File: config.mk
export PLATFORM = sky130hd
export DESIGN_NAME = sugar_frame_tx
export DESIGN_NICKNAME = d
export VERILOG_FILES = /design/src/rtl/sugar_frame_tx_pkg.sv /design/src/rtl/sugar_frame_tx_bin2bcd_seq.sv /design/src/rtl/sugar_frame_tx.sv
export SDC_FILE = /design/constraint.sdc
export NUM_CORES = 1
export LEC_CHECK = 0
export CORE_AREA = 8 8 89 91
export CTS_BUF_LIST = sky130_fd_sc_hd__clkbuf_2
export CTS_CLUSTER_SIZE = 10
export DETAILED_ROUTE_END_ITERATION = 7
export DIE_AREA = 0 0 97 99
export GPL_ROUTABILITY_DRIVEN = 0
export PLACE_DENSITY = 0.71
export SKIP_LAST_GASP = 1
export SYNTH_ARGS = -nofsm -noshare
export SYNTH_HDL_FRONTEND = slang
export SYNTH_SLANG_ARGS = --single-unit
File: constraint.sdc
create_clock -name clk_50m -period 1.7 [get_ports clk_50m]
set_input_delay 0.34 -clock clk_50m [delete_from_list [all_inputs] [get_ports clk_50m]]
set_output_delay 0.34 -clock clk_50m [all_outputs]
set_load 0.02 [all_outputs]
File: src/rtl/sugar_frame_tx_pkg.sv
// Shared constants, state encoding and frame byte lookup for the sugar reading frame transmitter.
package sugar_frame_tx_pkg;

    localparam logic [7:0] AsciiZero = 8'h30;
    localparam logic [7:0] AsciiDot  = 8'h2E;
    localparam logic [7:0] AsciiCr   = 8'h0D;
    localparam logic [7:0] AsciiLf   = 8'h0A;
    localparam int unsigned FrameLen = 7;

    typedef enum logic [2:0] {
        StIdle,
        StConv,
        StSend,
        StWaitAck,
        StWaitDone
    } state_e;

    // Frame layout "DDD.D\r\n": bcd[15:12] is the hundreds digit.
    function automatic logic [7:0] frame_byte(input logic [2:0] idx, input logic [15:0] bcd);
        logic [7:0] b;
        b = AsciiLf;
        case (idx)
            3'd0:    b = AsciiZero + {4'h0, bcd[15:12]};
            3'd1:    b = AsciiZero + {4'h0, bcd[11:8]};
            3'd2:    b = AsciiZero + {4'h0, bcd[7:4]};
            3'd3:    b = AsciiDot;
            3'd4:    b = AsciiZero + {4'h0, bcd[3:0]};
            3'd5:    b = AsciiCr;
            default: b = AsciiLf;
        endcase
        return b;
    endfunction

endpackage

File: src/rtl/sugar_frame_tx_bin2bcd_seq.sv
// Sequential double-dabble converter: one shift per cycle, the first shift folded into the load.
module bin2bcd_seq #(
    parameter int unsigned DATA_W = 14
) (
    input  logic              clk_50m,
    input  logic              start,
    input  logic              go,
    input  logic [DATA_W-1:0] bin,
    output logic              done,
    output logic [15:0]       bcd
);

    localparam int unsigned CntW = $clog2(DATA_W + 1);

    logic [DATA_W-1:0] sr_q;
    logic [15:0]       bcd_q;
    logic [15:0]       adj;
    logic [CntW-1:0]   cnt_q;
    logic              running_q;
    logic              done_q;
    logic              unused_adj_msb;

    always_comb begin
        adj = '0;
        for (int i = 0; i < 4; i++) begin
            adj[4*i +: 4] = (bcd_q[4*i +: 4] >= 4'd5) ? bcd_q[4*i +: 4] + 4'd3 : bcd_q[4*i +: 4];
        end
    end

    assign unused_adj_msb = adj[15];

    always_ff @(posedge clk_50m) begin
        if (!start) begin
            sr_q      <= '0;
            bcd_q     <= '0;
            cnt_q     <= '0;
            running_q <= 1'b0;
            done_q    <= 1'b0;
        end else begin
            done_q <= 1'b0;
            if (go) begin
                // BCD starts at zero, so the add-3 step of the first shift is a no-op.
                sr_q      <= {bin[DATA_W-2:0], 1'b0};
                bcd_q     <= {15'd0, bin[DATA_W-1]};
                cnt_q     <= CntW'(DATA_W - 1);
                running_q <= 1'b1;
            end else if (running_q) begin
                bcd_q <= {adj[14:0], sr_q[DATA_W-1]};
                sr_q  <= {sr_q[DATA_W-2:0], 1'b0};
                cnt_q <= cnt_q - CntW'(1);
                if (cnt_q == CntW'(1)) begin
                    running_q <= 1'b0;
                    done_q    <= 1'b1;
                end
            end
        end
    end

    assign done = done_q;
    assign bcd  = bcd_q;

endmodule

File: src/rtl/sugar_frame_tx.sv
// Converts one Brix x10 reading to BCD and sends it as "DDD.D\r\n" over the UART byte handshake.
module sugar_frame_tx
    import sugar_frame_tx_pkg::*;
#(
    parameter int unsigned DATA_W  = 14,
    parameter int unsigned SAT_VAL = 9999
) (
    input  logic              clk_50m,
    input  logic              start,
    input  logic [DATA_W-1:0] sample_data,
    input  logic              sample_valid,
    input  logic              tx_data_ready,
    output logic [7:0]        tx_data,
    output logic              tx_data_valid,
    output logic              busy,
    output logic              sat_flag,
    output logic              sample_dropped
);

    localparam logic [DATA_W-1:0] SatVal = DATA_W'(SAT_VAL);

    state_e            state_q;
    logic [2:0]        idx_q;
    logic [7:0]        tx_data_q;
    logic              tx_valid_q;
    logic              busy_q;
    logic              sat_q;
    logic              dropped_q;
    logic              over_sat;
    logic [DATA_W-1:0] bin_clamped;
    logic              conv_go;
    logic              conv_done;
    logic [15:0]       bcd;

    assign over_sat    = sample_data > SatVal;
    assign bin_clamped = over_sat ? SatVal : sample_data;
    assign conv_go     = (state_q == StIdle) && sample_valid;

    bin2bcd_seq #(
        .DATA_W (DATA_W)
    ) u_bin2bcd (
        .clk_50m (clk_50m),
        .start   (start),
        .go      (conv_go),
        .bin     (bin_clamped),
        .done    (conv_done),
        .bcd     (bcd)
    );

    always_ff @(posedge clk_50m) begin
        if (!start) begin
            state_q    <= StIdle;
            idx_q      <= '0;
            tx_data_q  <= 8'h00;
            tx_valid_q <= 1'b0;
            busy_q     <= 1'b0;
            sat_q      <= 1'b0;
            dropped_q  <= 1'b0;
        end else begin
            tx_valid_q <= 1'b0;
            // Includes the cycle busy falls: IDLE only accepts from the next cycle on.
            dropped_q  <= sample_valid && (state_q != StIdle);
            case (state_q)
                StIdle: begin
                    if (sample_valid) begin
                        sat_q   <= over_sat;
                        busy_q  <= 1'b1;
                        state_q <= StConv;
                    end
                end
                StConv: begin
                    if (conv_done) begin
                        idx_q   <= '0;
                        state_q <= StSend;
                    end
                end
                StSend: begin
                    if (tx_data_ready) begin
                        tx_data_q  <= frame_byte(idx_q, bcd);
                        tx_valid_q <= 1'b1;
                        state_q    <= StWaitAck;
                    end
                end
                StWaitAck: begin
                    if (!tx_data_ready) begin
                        state_q <= StWaitDone;
                    end
                end
                StWaitDone: begin
                    if (tx_data_ready) begin
                        if (idx_q == 3'(FrameLen - 1)) begin
                            busy_q  <= 1'b0;
                            state_q <= StIdle;
                        end else begin
                            idx_q   <= idx_q + 3'd1;
                            state_q <= StSend;
                        end
                    end
                end
                default: state_q <= StIdle;
            endcase
        end
    end

    assign tx_data        = tx_data_q;
    assign tx_data_valid  = tx_valid_q;
    assign busy           = busy_q;
    assign sat_flag       = sat_q;
    assign sample_dropped = dropped_q;

endmodule

# After elaboration in Yosys (flattened, before gate mapping)
# Cells that the tools add are included.
dict set report classes {
  n_eq_ne 18
  n_bitwise 2
  reduce_logical 16
  n_addsub 10
  n_mux 32
  magnitude_cmp 5
}
# cell n
set ops {}
lappend ops {{two-way mux 14 bit} 3}
lappend ops {{one-hot mux 7 bit (6 select lines)} 1}
lappend ops {{adder 6 x 4 -> 7 bit, first input constant} 4}
lappend ops {{two-way mux 3 bit} 9}
lappend ops {{two-way mux 4 bit} 5}
lappend ops {{>= comparator 4 x 3 -> 1 bit, second input constant} 4}
lappend ops {{one-hot mux 3 bit (5 select lines)} 1}
lappend ops {{greater-than comparator 14 bit, second input constant} 1}
lappend ops {{adder 4 x 2 -> 4 bit, second input constant} 3}
lappend ops {{== test 3 x 2 -> 1 bit, second input constant} 4}
lappend ops {{== test 3 bit, second input constant} 4}
lappend ops {{!= test 2 bit, second input constant} 6}
lappend ops {{two-way mux 1 bit} 10}
lappend ops {{AND reduction 4 bit} 2}
lappend ops {{== test 3 x 1 -> 1 bit, second input constant} 2}
lappend ops {{logical NOT 3 bit} 2}
lappend ops {{one-hot mux 3 bit (2 select lines)} 1}
lappend ops {{AND reduction 2 bit} 3}
lappend ops {{nonzero test 2 bit} 3}
lappend ops {{AND reduction 5 bit} 1}
lappend ops {{== test 4 x 1 -> 1 bit, second input constant} 1}
lappend ops {{subtractor 4 x 1 -> 4 bit, second input constant} 1}
lappend ops {{adder 3 x 1 -> 3 bit, second input constant} 1}
lappend ops {{adder 3 x 2 -> 3 bit, second input constant} 1}
lappend ops {{8 further kinds} 10}
dict set report totals {
  inputBits 18
  ff_bits 53
  out_inout_bits 12
}

# Longest topological paths before layout
# Gate-level depths: netlist of the first run.
dict set report depth {
  word_depth 4
  depth_mapped 6
}

# Cells and area by module
# A second synthesis of the first run with hierarchy kept.
dict set report unflattened {
  hier_cells 350
  hier_area_um2 2934.1
}
# module seq_area_each_um2 area_per_inst_um2 cells_each instances
set by_module_without_submodules {}
lappend by_module_without_submodules {bin2bcd_seq 700.7 1848.0 219 1}
lappend by_module_without_submodules {sugar_frame_tx 320.3 1086.0 131 1}

# Worst setup path before layout of the first run
# No wires, ideal clock.
dict set report synth_path {
  path_type {register -> register}
  start {reg u_bin2bcd.bcd_q[0] (netlist: u_bin2bcd.bcd[0])}
  end {reg u_bin2bcd.bcd_q[4] (netlist: u_bin2bcd.bcd[4])}
  setup_slack_ps 245
  arrival_time_ps 1369
  period_less_slack_ps 1455
  path_stages_with_launch 6
  n_path_buf 0
  path_cell_list {dfxtp_1 > inv_1 > ha_1 > nor2b_1 > or4_1 > a211oi_1}
}
dict set report synth_via {
  elab_chain_len 2
}
# item line_no
set synth_lines {}
lappend synth_lines {{from (decl)} sugar_frame_tx_bin2bcd_seq.sv:16} ;# logic [15:0] bcd_q;
lappend synth_lines {{from (signal assigned)} sugar_frame_tx_bin2bcd_seq.sv:44} ;# bcd_q <= {15'd0, bin[DATA_W-1]};
lappend synth_lines {{from (signal assigned)} sugar_frame_tx_bin2bcd_seq.sv:48} ;# bcd_q <= {adj[14:0], sr_q[DATA_W-1]};
lappend synth_lines {{adder 4 x 2 -> 4 bit or >= comparator 4 x 3 -> 1 bit (tied branches)} sugar_frame_tx_bin2bcd_seq.sv:26} ;# adj[4*i +: 4] = (bcd_q[4*i +: 4] >= 4'd5) ? bcd_q[4*i +: 4] + 4'd3 : bcd_q[4*i +: 4];
lappend synth_lines {{two-way mux 4 bit (*)} sugar_frame_tx_bin2bcd_seq.sv:26}
# Every way passes the cells marked *; elsewhere a longest branch is shown, timed or not.
# A chain may end at the register's enable or synchronous reset.

# Worst setup path in the final report of the first run
dict set report layout_path {
  start {reg u_bin2bcd.bcd_q[9] (netlist: u_bin2bcd.bcd[9])}
  end {reg u_bin2bcd.bcd_q[10] (netlist: u_bin2bcd.bcd[10])}
}
# Same word-level chain as after synthesis.

==> run_results.csv, run 1 <==
group,metric,value,unit
setup_path,slowest_stage,"dfxtp_1",
detailed_routing,dr.first_iter.drc_count,225,
setup_path,r2r_cells,5,
clocking,clock_path_buffers,2,
grt,grt.overflow.total,0,
logic_synthesis,synthArstFlopShare,0,
die,fp.dieArea,9603,um^2
setup_path,worst_ep_required_time,2.09,ns
grt,grt_usage,0.1284,
die,num_rows,30,
min_path,worstHoldPathType,"reg2reg",
timing,relSlewSlack,0.6200,
logic_synthesis,yosysTopAreaCell,"dfxtp_1",
logic_synthesis,synth_area,2860,um^2
grt,grt_pass1_wl,10780,um
power,p_comb_frac,0.198,
clocking,cts_root_buf,"clkbuf_2",
power,p_sw_frac,0.2909,
die,initial_core_util,0.4354,
place,portBuffers,27,
finish,n_fill_cell,632,
logic_synthesis,synthTopCellsByCount,"dfxtp_1 (51), nand2_1 (21), inv_1 (20)",
timing,rsz0062_at_grt,"no",
power,peakVddDrop,450.6,uV
setup_path,critPathKind,"reg2reg",
clocking,cts_resized,10,
clocking,cts_buffers,5,
timing,period_needed,1.565,ns
place,dpl-instance-area,3306,um^2
setup_path,max_stage_delay,0.45,ns
detailed_routing,drt_pre_antenna_iters,5,
min_path,min_to,"u_bin2bcd.bcd[15]",
power,clockPowerShare,0.214,
setup_path,arrival,1.95,ns
setup_path,cp-end-kind,"flip-flop",
power,intPower,1.556,mW
power,p_per_area,659.6,nW/um^2
logic_synthesis,ys.flop_type,"dfxtp_1",
status,status,"complete, no violations",
clocking,clk_pin_slew,0.27,ns
logic_synthesis,ys_seq_area_frac,0.3570,
finish,layout-drive-gt1-share,0.1909,
logic_synthesis,synth_cells,311,
logic_synthesis,ys_top_cells_by_area,"dfxtp_1 (36%), ha_1 (6.6%), mux2_2 (4.3%)",
logic_synthesis,synth_cell_type_count,59,
die,core_area,6569,um^2
detailed_routing,vias_per_cell,5.654,
setup_path,r2r-end,"u_bin2bcd.bcd[10]",
die,die_h,99,um
detailed_routing,wirelength,6255,um
timing,setup-violations-final,0,
logic_synthesis,ys_seq_elements,51,
clocking,cts_max_level,2,
setup_path,cp-startpoint,"u_bin2bcd.bcd[9]",
logic_synthesis,synth_most_common_cell,"dfxtp_1",
detailed_routing,num_vias,2437,
setup_path,rr_startpoint,"u_bin2bcd.bcd[9]",
grt,grt_pass1_vias,2402,
clocking,clk_latency,0.44,ns
finish,multi_input_area,1610,um^2
detailed_routing,drc,0,
job,cap_violations,0,
finish,design_area,3327,um^2
timing,min_period_over_period,0.9208,
finish,syn2layout_area_growth,16.32,%
timing,hold_viol_final,0,
die,ios,30,
place,dp_hpwl,4616,um
setup_path,worstPathMaxFanout,5,
power,leakagePower,1.243,nW
grt,antenna_found_initial,0,
power,power_switching,0.6384,mW
power,seqPwrFrac,0.588,
min_path,hold_depth,2,
clocking,post_cts_buffers,0,
detailed_routing,antenna_left,0,
timing,skew,0.02978,ns
grt,grt_start_max_net_pins,22,
die,die_x,97,um
setup_path,crit_chain,"inv_1 -> ha_1 -> nand2b_1 -> a2111o_1 -> a31oi_1",
logic_synthesis,yosysWarnings,0,
detailed_routing,post_drt_wl_per_cell,14.51,um
clocking,cts_tree,"yes",
min_path,hold_start,"u_bin2bcd.bcd[15]",
setup_path,ff2ff_setup_slack,0.13,ns
setup_path,start_kind,"flip-flop",
timing,worstMarginPinSlew,0.5694,ns
finish,fin_util,0.5065,
logic_synthesis,syn_avg_cell_area,9.197,um^2
finish,register_area,1021,um^2
clocking,hold_buffers,0,
timing,finalMaxSlewViolations,0,
logic_synthesis,synth_edf_count,0,
logic_synthesis,synth_top_area_share,0.3570,
finish,nets,384,
finish,diodes,0,
clocking,cts.sinks,51,
timing,fmax,0.6389,GHz
==> power groups by stage <==
| stage | combinational [mW] | sequential (mW) | clock, mW |
|---|---|---|---|
| 2_1_floorplan | 0.291 | 1.31 | 0 |
| 4_1_cts | 0.436 | 1.29 | 0.485 |
| 3_5_place_dp | 0.437 | 1.31 | 0 |
| 5_1_grt | 0.479 | 1.30 | 0.540 |
| 3_3_place_gp | 0.428 | 1.31 | 0 |
| 6_report | 0.434 | 1.29 | 0.470 |
==> state kept, by name, summed over array words and instances, names as in the netlist <==
name,flops
busy,1
idx_q,3
sample_dropped,1
sat_flag,1
state_q,3
tx_data,6
tx_data_valid,1
u_bin2bcd.bcd,16
u_bin2bcd.cnt_q,4
u_bin2bcd.done,1
u_bin2bcd.running_q,1
u_bin2bcd.sr_q,13
==> through the flow <==
| stage | std cells | power [mW] | TNS (ns) | setup slack, ns | hold slack, ns |
|---|---|---|---|---|---|
| 5_1_grt | 431 | 2.320 | 0 | 0.03080 | 0.4982 |
| 6_report | 431 | 2.194 | 0 | 0.1347 | 0.5103 |
| 2_1_floorplan | 312 | 1.606 | 0 | 0.2454 | 0.4161 |
| 3_5_place_dp | 424 | 1.751 | -4.132 | -0.1754 | 0.4804 |
| 4_1_cts | 431 | 2.212 | 0 | 0.1393 | 0.5084 |
| 3_3_place_gp | 424 | 1.740 | -2.788 | -0.1232 | 0.4747 |
==> worst max-delay path by stage <==
stage	to	slack, ns
global placement	u_bin2bcd.sr_q[7]	-0.12
CTS	u_bin2bcd.bcd[10]	0.14
floorplan	u_bin2bcd.bcd[4]	0.25
finish	u_bin2bcd.bcd[10]	0.13
detailed placement	u_bin2bcd.bcd[0]	-0.18
global route	u_bin2bcd.bcd[5]	0.03
==> cell families (layout without fill, tap and decap cells) <==
| group | Yosys count | after routing | synth area share |
|---|---|---|---|
| buffers and inverters | 46 | 85 | 0.08136 |
| multiplexers | 15 | 15 | 0.05731 |
| adder cells (fa/ha/maj) | 15 | 15 | 0.06562 |
| AO/OA/AOI/OAI | 97 | 97 | 0.2603 |
| AND/OR/NAND/NOR | 83 | 83 | 0.1680 |
| other | 1 | 2 | 0.001311 |
| flip-flops | 51 | 51 | 0.3570 |
| XOR/XNOR | 3 | 3 | 0.009188 |
==> final cells by class <==
class | count | share of cell area
Multi-Input combinational cell | 215 | 0.4840
Sequential cell | 51 | 0.3069
Timing Repair Buffer | 57 | 0.1452
Tap cell | 80 | 0.03009
Inverter | 21 | 0.02369
Clock buffer | 5 | 0.007522
Clock inverter | 2 | 0.002633
==> per-layer routing <==
layer  up-vias  track usage  routed length (um)
met3         9      0.03149                 299
met5         -            0                   0
li1       1225            -                   -
met1      1137       0.1602                2927
met2        66       0.2151                2966
met4         0      0.03195                  62
==> layout by cell type (no fill, tap or decap), drive strengths merged, types with 2 or more instances in the layout <==
master,n
inv,21
nor4b,2
nor3b,2
a31oi,10
a2bb2oi,6
o2111ai,4
o311a,2
o21ai,15
nand3,11
nand3b,5
a2111o,4
mux2,11
dfxtp,51
a222oi,2
nand2,22
clkdlybuf4s50,17
and2,3
nor2,15
conb,2
or3,2
buf,30
a21oi,19
clkbuf,5
clkinv,2
or4,3
mux2i,4
nor2b,9
xnor2,2
ha,15
a211oi,10
o221a,8
dlygate4sd2,10
a2111oi,4
nand2b,2
a22oi,2
nand4bb,2
==> worst max-delay path: cells and delay by family, from the launching register on <==
family | cells | cell delay (ns)
flip-flops | 1 | 0.45
adder cells (fa/ha/maj) | 1 | 0.17
AND/OR/NAND/NOR | 1 | 0.21
AO/OA/AOI/OAI | 2 | 0.59
buffers and inverters | 1 | 0.10
Power figures use the tool's default switching activity.
==> run 2: changes to the inputs <==
DONT_BUFFER_PORTS = 1   (was unset)
PLACE_DENSITY = 0.65   (was 0.71)
==> run 2 against run 1 <==
Flip-flop and latch count did not move. Critical path depth fell by 2. Final cell count fell by 9.3%. Wire length fell by 1.5%. Clock skew fell by 0.012 ns. Worst setup slack got worse by 0.097 ns. Non-clock buffer count fell by 40. Die area did not move.
==> run_results.csv, run 2 (synthesis results as in run 1) <==
group,metric,value,unit
detailed_routing,num_vias,2287,
die,die_h,99,um
finish,syn2layout_area_growth,5.424,%
status,status,"complete, no violations",
clocking,cts_buffers,5,
setup_path,max_stage_delay,0.85,ns
finish,largest_register_ffs,16,
finish,final_common_cell,"dfxtp_1",
power,leakagePower,1.045,nW
power,p_total,2.263,mW
power,p_sw_frac,0.2657,
min_path,hold_depth,2,
min_path,worstHoldPathType,"in2reg",
clocking,clk_pin_slew,0.25,ns
die,die_x,97,um
setup_path,worst_ep_required_time,2.06,ns
die,fp.dieArea,9603,um^2
setup_path,cp.depth,3,
setup_path,critPathKind,"in2reg",
setup_path,cp_common_cell,"dlygate4sd3_1",
setup_path,crit_chain,"dlygate4sd3_1 -> o311a_1 -> dlygate4sd3_1",
grt,grt_start_max_net_pins,25,
power,intPower,1.662,mW
clocking,cts.sinks,51,
finish,layout-drive-gt1-share,0.1672,
finish,register_area,1021,um^2
finish,n_fill_cell,630,
timing,layout_setup_ws,0.03771,ns
detailed_routing,drc,0,
clocking,clock_path_buffers,2,
finish,layout_common_cells,"dfxtp_1 (51), nand2_1 (21), inv_1 (20)",
timing,finalMaxSlewViolations,0,
detailed_routing,post_drt_wl_per_cell,15.76,um
timing,setup-violations-final,0,
power,clockPowerShare,0.270,
timing,hold_viol_final,0,
setup_path,cp-end-kind,"flip-flop",
detailed_routing,wirelength,6163,um
timing,min_period_over_period,0.9778,
place,dp_worst_setup_slack,0.1108,ns
grt,grt_pass1_vias,2189,
setup_path,slowest_stage,"dlygate4sd3_1",
clocking,post_cts_buffers,0,
clocking,cts_max_level,2,
detailed_routing,vias_per_cell,5.849,
clocking,cts_tree,"yes",
power,seqPwrFrac,0.574,
power,p_comb_frac,0.156,
detailed_routing,antenna_left,0,
clocking,cts_root_buf,"clkbuf_2",
detailed_routing,drt_pre_antenna_iters,4,
die,ios,30,
setup_path,critPathTopFamily,"buffers and inverters",
grt,antenna_found_initial,0,
timing,period_needed,1.662,ns
detailed_routing,dr.first_iter.drc_count,126,
finish,diodes,0,
timing,fmax,0.6016,GHz
power,p_per_area,750.4,nW/um^2
die,core_area,6569,um^2
timing,skew,0.01744,ns
timing,relSlewSlack,0.6247,
setup_path,worstPathMaxFanout,13,
place,dp.cells,380,
power,peakVddDrop,505.4,uV
die,num_rows,30,
finish,nets,344,
grt,grt.overflow.total,0,
power,power_switching,0.6011,mW
finish,layout.cells.non_filler,391,
grt,grt_pass1_wl,10380,um
timing,worstMarginPinSlew,0.5623,ns
clocking,clk_latency,0.40,ns
setup_path,cp_num_buf_inv,2,
die,initial_core_util,0.4354,
setup_path,r2r_cells,5,
place,dp_hpwl,4341,um
grt,grt_usage,0.1256,
timing,final.setup.tns,0,ns
job,cap_violations,0,
timing,rsz0062_at_grt,"no",
timing,whs,0.04570,ns
finish,multi_input_area,1618,um^2
place,portBuffers,0,
setup_path,start_kind,"primary input",
setup_path,arrival,2.03,ns
-- run 2: area by class of cell --
cell class / count / area share
multi-input combinational: 215 / 0.5365
tap: 80 / 0.03320
timing repair buffer: 17 / 0.04564
sequential: 51 / 0.3386
clock inverter: 1 / 0.009959
inverter: 21 / 0.02614
clock buffer: 6 / 0.009959
-- run 2: worst register-to-register path: cells and delay by family, from the launching register on --
kind / cells / cell delay (ns)
simple gates: 2 / 0.57
fa+ha+maj: 1 / 0.20
compound gates: 1 / 0.20
buf+inv: 1 / 0.08
flops: 1 / 0.45
-- run 2: power by group through the flow --
stage               Clock [mW]  Sequential (mW)  Combinational (mW)
floorplan                    0             1.31               0.291
global placement             0             1.32               0.330
finish                   0.611             1.30               0.353
detailed placement           0             1.32               0.339
CTS                      0.631             1.30               0.347
global route             0.680             1.31               0.398
-- run 2: routing by layer --
layer | up-vias | part of all wire | GRT usage
li1 | 1150 | - | -
met1 | 1097 | 0.47 | 0.1563
met3 | 2 | 0.048 | 0.03499
met2 | 38 | 0.48 | 0.2073
met4 | 0 | 0.0049 | 0.03195
met5 | - | 0 | 0
-- run 2: repair_timing --
action	4_1_cts	5_1_grt
endpoints found under the hold margin	4	13
setup endpoints to repair	0	3
gates resized for setup	0	1
hold buffers	2	2
-- run 2: worst paths after layout --
path / from / endpoint / slack [ns]
worst max-delay path: start / sample_dropped / 0.04
worst min-delay path: start / tx_data[3] / 0.05
worst max register to register: u_bin2bcd.bcd[1] / u_bin2bcd.bcd[4] / 0.13
worst min register to register: u_bin2bcd.bcd[15] / u_bin2bcd.bcd[15] / 0.51
-- run 2: metrics by stage --
step | util | cell area, um^2
after floorplan | - | 2864
after global placement | 0.4427 | 2908
after detailed placement | 0.4427 | 2908
after CTS | 0.4549 | 2988
after global routing | 0.4590 | 3015
final | 0.4590 | 3015
==> run 3: changes to the inputs <==
PLACE_DENSITY = 0.62   (was 0.65)
SETUP_SLACK_MARGIN = 0.02   (was unset)
==> run 3 against run 2 <==
Clock power grew 8.2%. Power grew 2.6%. Critical path depth grew 2. Non-clock buffer count grew 4. First-iteration DRC count shrank 25%. Die area is the same. Flip-flop and latch count is the same. Final cell count grew 1.3%. Worst setup slack gained 0.10 ns. Via count shrank 0.22%. Register-to-register slack is essentially flat. Critical path type is now reg2reg. Largest power group unchanged.
==> run_results.csv, run 3 (synthesis results as in run 1) <==
group,metric,value,unit
power,p_per_area,757.4,nW/um^2
clocking,post_cts_buffers,0,
timing,finalMaxSlewViolations,0,
die,num_rows,30,
finish,largest_register_ffs,16,
clocking,cts_buffers,5,
timing,worstMarginPinSlew,0.6934,ns
clocking,clk_latency,0.45,ns
timing,period_needed,1.561,ns
power,p_total,2.322,mW
timing,hold_viol_final,0,
setup_path,slowest_stage,"dfxtp_2",
setup_path,cp-end-kind,"flip-flop",
grt,grt_start_max_net_pins,22,
finish,final_common_cell,"dfxtp_1",
detailed_routing,antenna_left,0,
timing,rsz0062_at_grt,"no",
setup_path,max_stage_delay,0.44,ns
detailed_routing,drt_pre_antenna_iters,4,
clocking,cts_tree,"yes",
grt,antenna_found_initial,0,
job,cap_violations,0,
die,fp.dieArea,9603,um^2
clocking,cts_max_level,2,
timing,layout_setup_ws,0.1394,ns
min_path,worstHoldPathType,"in2reg",
timing,setup-violations-final,0,
place,dpl-instance-area,2915,um^2
status,status,"complete, no violations",
finish,layout_common_cells,"dfxtp_1 (50), nand2_1 (21), inv_1 (20)",
die,initial_core_util,0.4354,
power,peakVddDrop,525.4,uV
grt,grt_usage,0.1249,
detailed_routing,post_drt_wl_per_cell,15.52,um
setup_path,start_kind,"flip-flop",
place,portBuffers,0,
detailed_routing,dr.first_iter.drc_count,94,
finish,diodes,0,
setup_path,crit_chain,"inv_1 -> ha_1 -> nor2b_1 -> or4_1 -> a211oi_1",
finish,syn2layout_area_growth,7.174,%
detailed_routing,num_vias,2282,
grt,grt_pass1_wl,10340,um
finish,nets,348,
clocking,clock_path_buffers,2,
grt,grt.overflow.total,0,
die,core_area,6569,um^2
setup_path,worst_ep_required_time,2.06,ns
clocking,cts.sinks,51,
timing,final.setup.tns,0,ns
detailed_routing,vias_per_cell,5.763,
setup_path,arrival,1.92,ns
clocking,clk_pin_slew,0.29,ns
die,die_h,99,um
die,die_x,97,um
finish,layout.cells.non_filler,396,
timing,fmax,0.6408,GHz
place,dp_hpwl,4303,um
die,ios,30,
power,leakagePower,1.062,nW
finish,design_area,3065,um^2
detailed_routing,wirelength,6146,um
setup_path,critPathTopFamily,"simple AND/OR/NAND/NOR gates",
finish,layout-drive-gt1-share,0.1741,
timing,min_period_over_period,0.9180,
place,dp.cells,381,
setup_path,worstPathMaxFanout,5,
timing,skew,0.03323,ns
detailed_routing,drc,0,
setup_path,critPathKind,"reg2reg",
place,dp_worst_setup_slack,0.1159,ns
grt,grt_pass1_vias,2185,
clocking,cts_root_buf,"clkbuf_2",
timing,relSlewSlack,0.5362,
setup_path,cp_num_buf_inv,1,
run 3: cell count changes in the layout (fill, tap and decap cells not counted):
cell | previous run | this run
buf_4 | 13 | 14
dlygate4sd3_1 | 4 | 7
dfxtp_1 | 51 | 50
clkinvlp_4 | 0 | 1
clkbuf_2 | 6 | 5
dfxtp_2 | 0 | 1
inv_6 | 0 | 1
run 3: worst paths after layout:
check	slack, ns	cells past startpoint	to	start
min reg2reg	0.52	2	u_bin2bcd.cnt_q[1]	u_bin2bcd.cnt_q[1]
max reg2reg	0.14	5	u_bin2bcd.bcd[4]	u_bin2bcd.bcd[1]
min	0.04	2	idx_q[1]	start
max	0.14	5	u_bin2bcd.bcd[4]	u_bin2bcd.bcd[1]
run 3: cell type report:
cell class | instances | area (um^2)
repair buffers | 21 | 175.2
multi-input cells | 215 | 1618
clock inverters | 3 | 46.29
fillers | 609 | 3503
well taps | 80 | 100.1
flip-flops and latches | 51 | 1022
inverters | 21 | 78.83
clock buffers | 5 | 25.02
run 3: stage by stage:
step                        util  hold WS (ns)
after floorplan                -        0.4161
after global placement    0.4438        0.4294
after detailed placement  0.4438        0.4224
after CTS                 0.4638      0.003969
after global routing      0.4667      0.003343
final                     0.4667       0.04156
run 3: power by group:
group | switching [mW] | leakage, nW | internal [mW]
Combinational | 0.194 | 0.605 | 0.167
Clock | 0.408 | 0.0396 | 0.253
Sequential | 0.0451 | 0.417 | 1.26
Total | 0.647 | 1.06 | 1.68
run 3: metal layers:
| layer | GRT usage | vias up | part of all wire |
|---|---|---|---|
| li1 | - | 1157 | - |
| met1 | 0.1563 | 1081 | 0.47 |
| met2 | 0.2031 | 39 | 0.47 |
| met3 | 0.03499 | 5 | 0.050 |
| met4 | 0.03550 | 0 | 0.0070 |
| met5 | 0 | - | 0 |
run 3: repair_timing:
| item | CTS | global route |
|---|---|---|
| hold buffers | 6 | 1 |
| endpoints found under the hold margin | 23 | 1 |
| endpoints found under the setup margin | 0 | 4 |
| gates resized for setup | 0 | 2 |
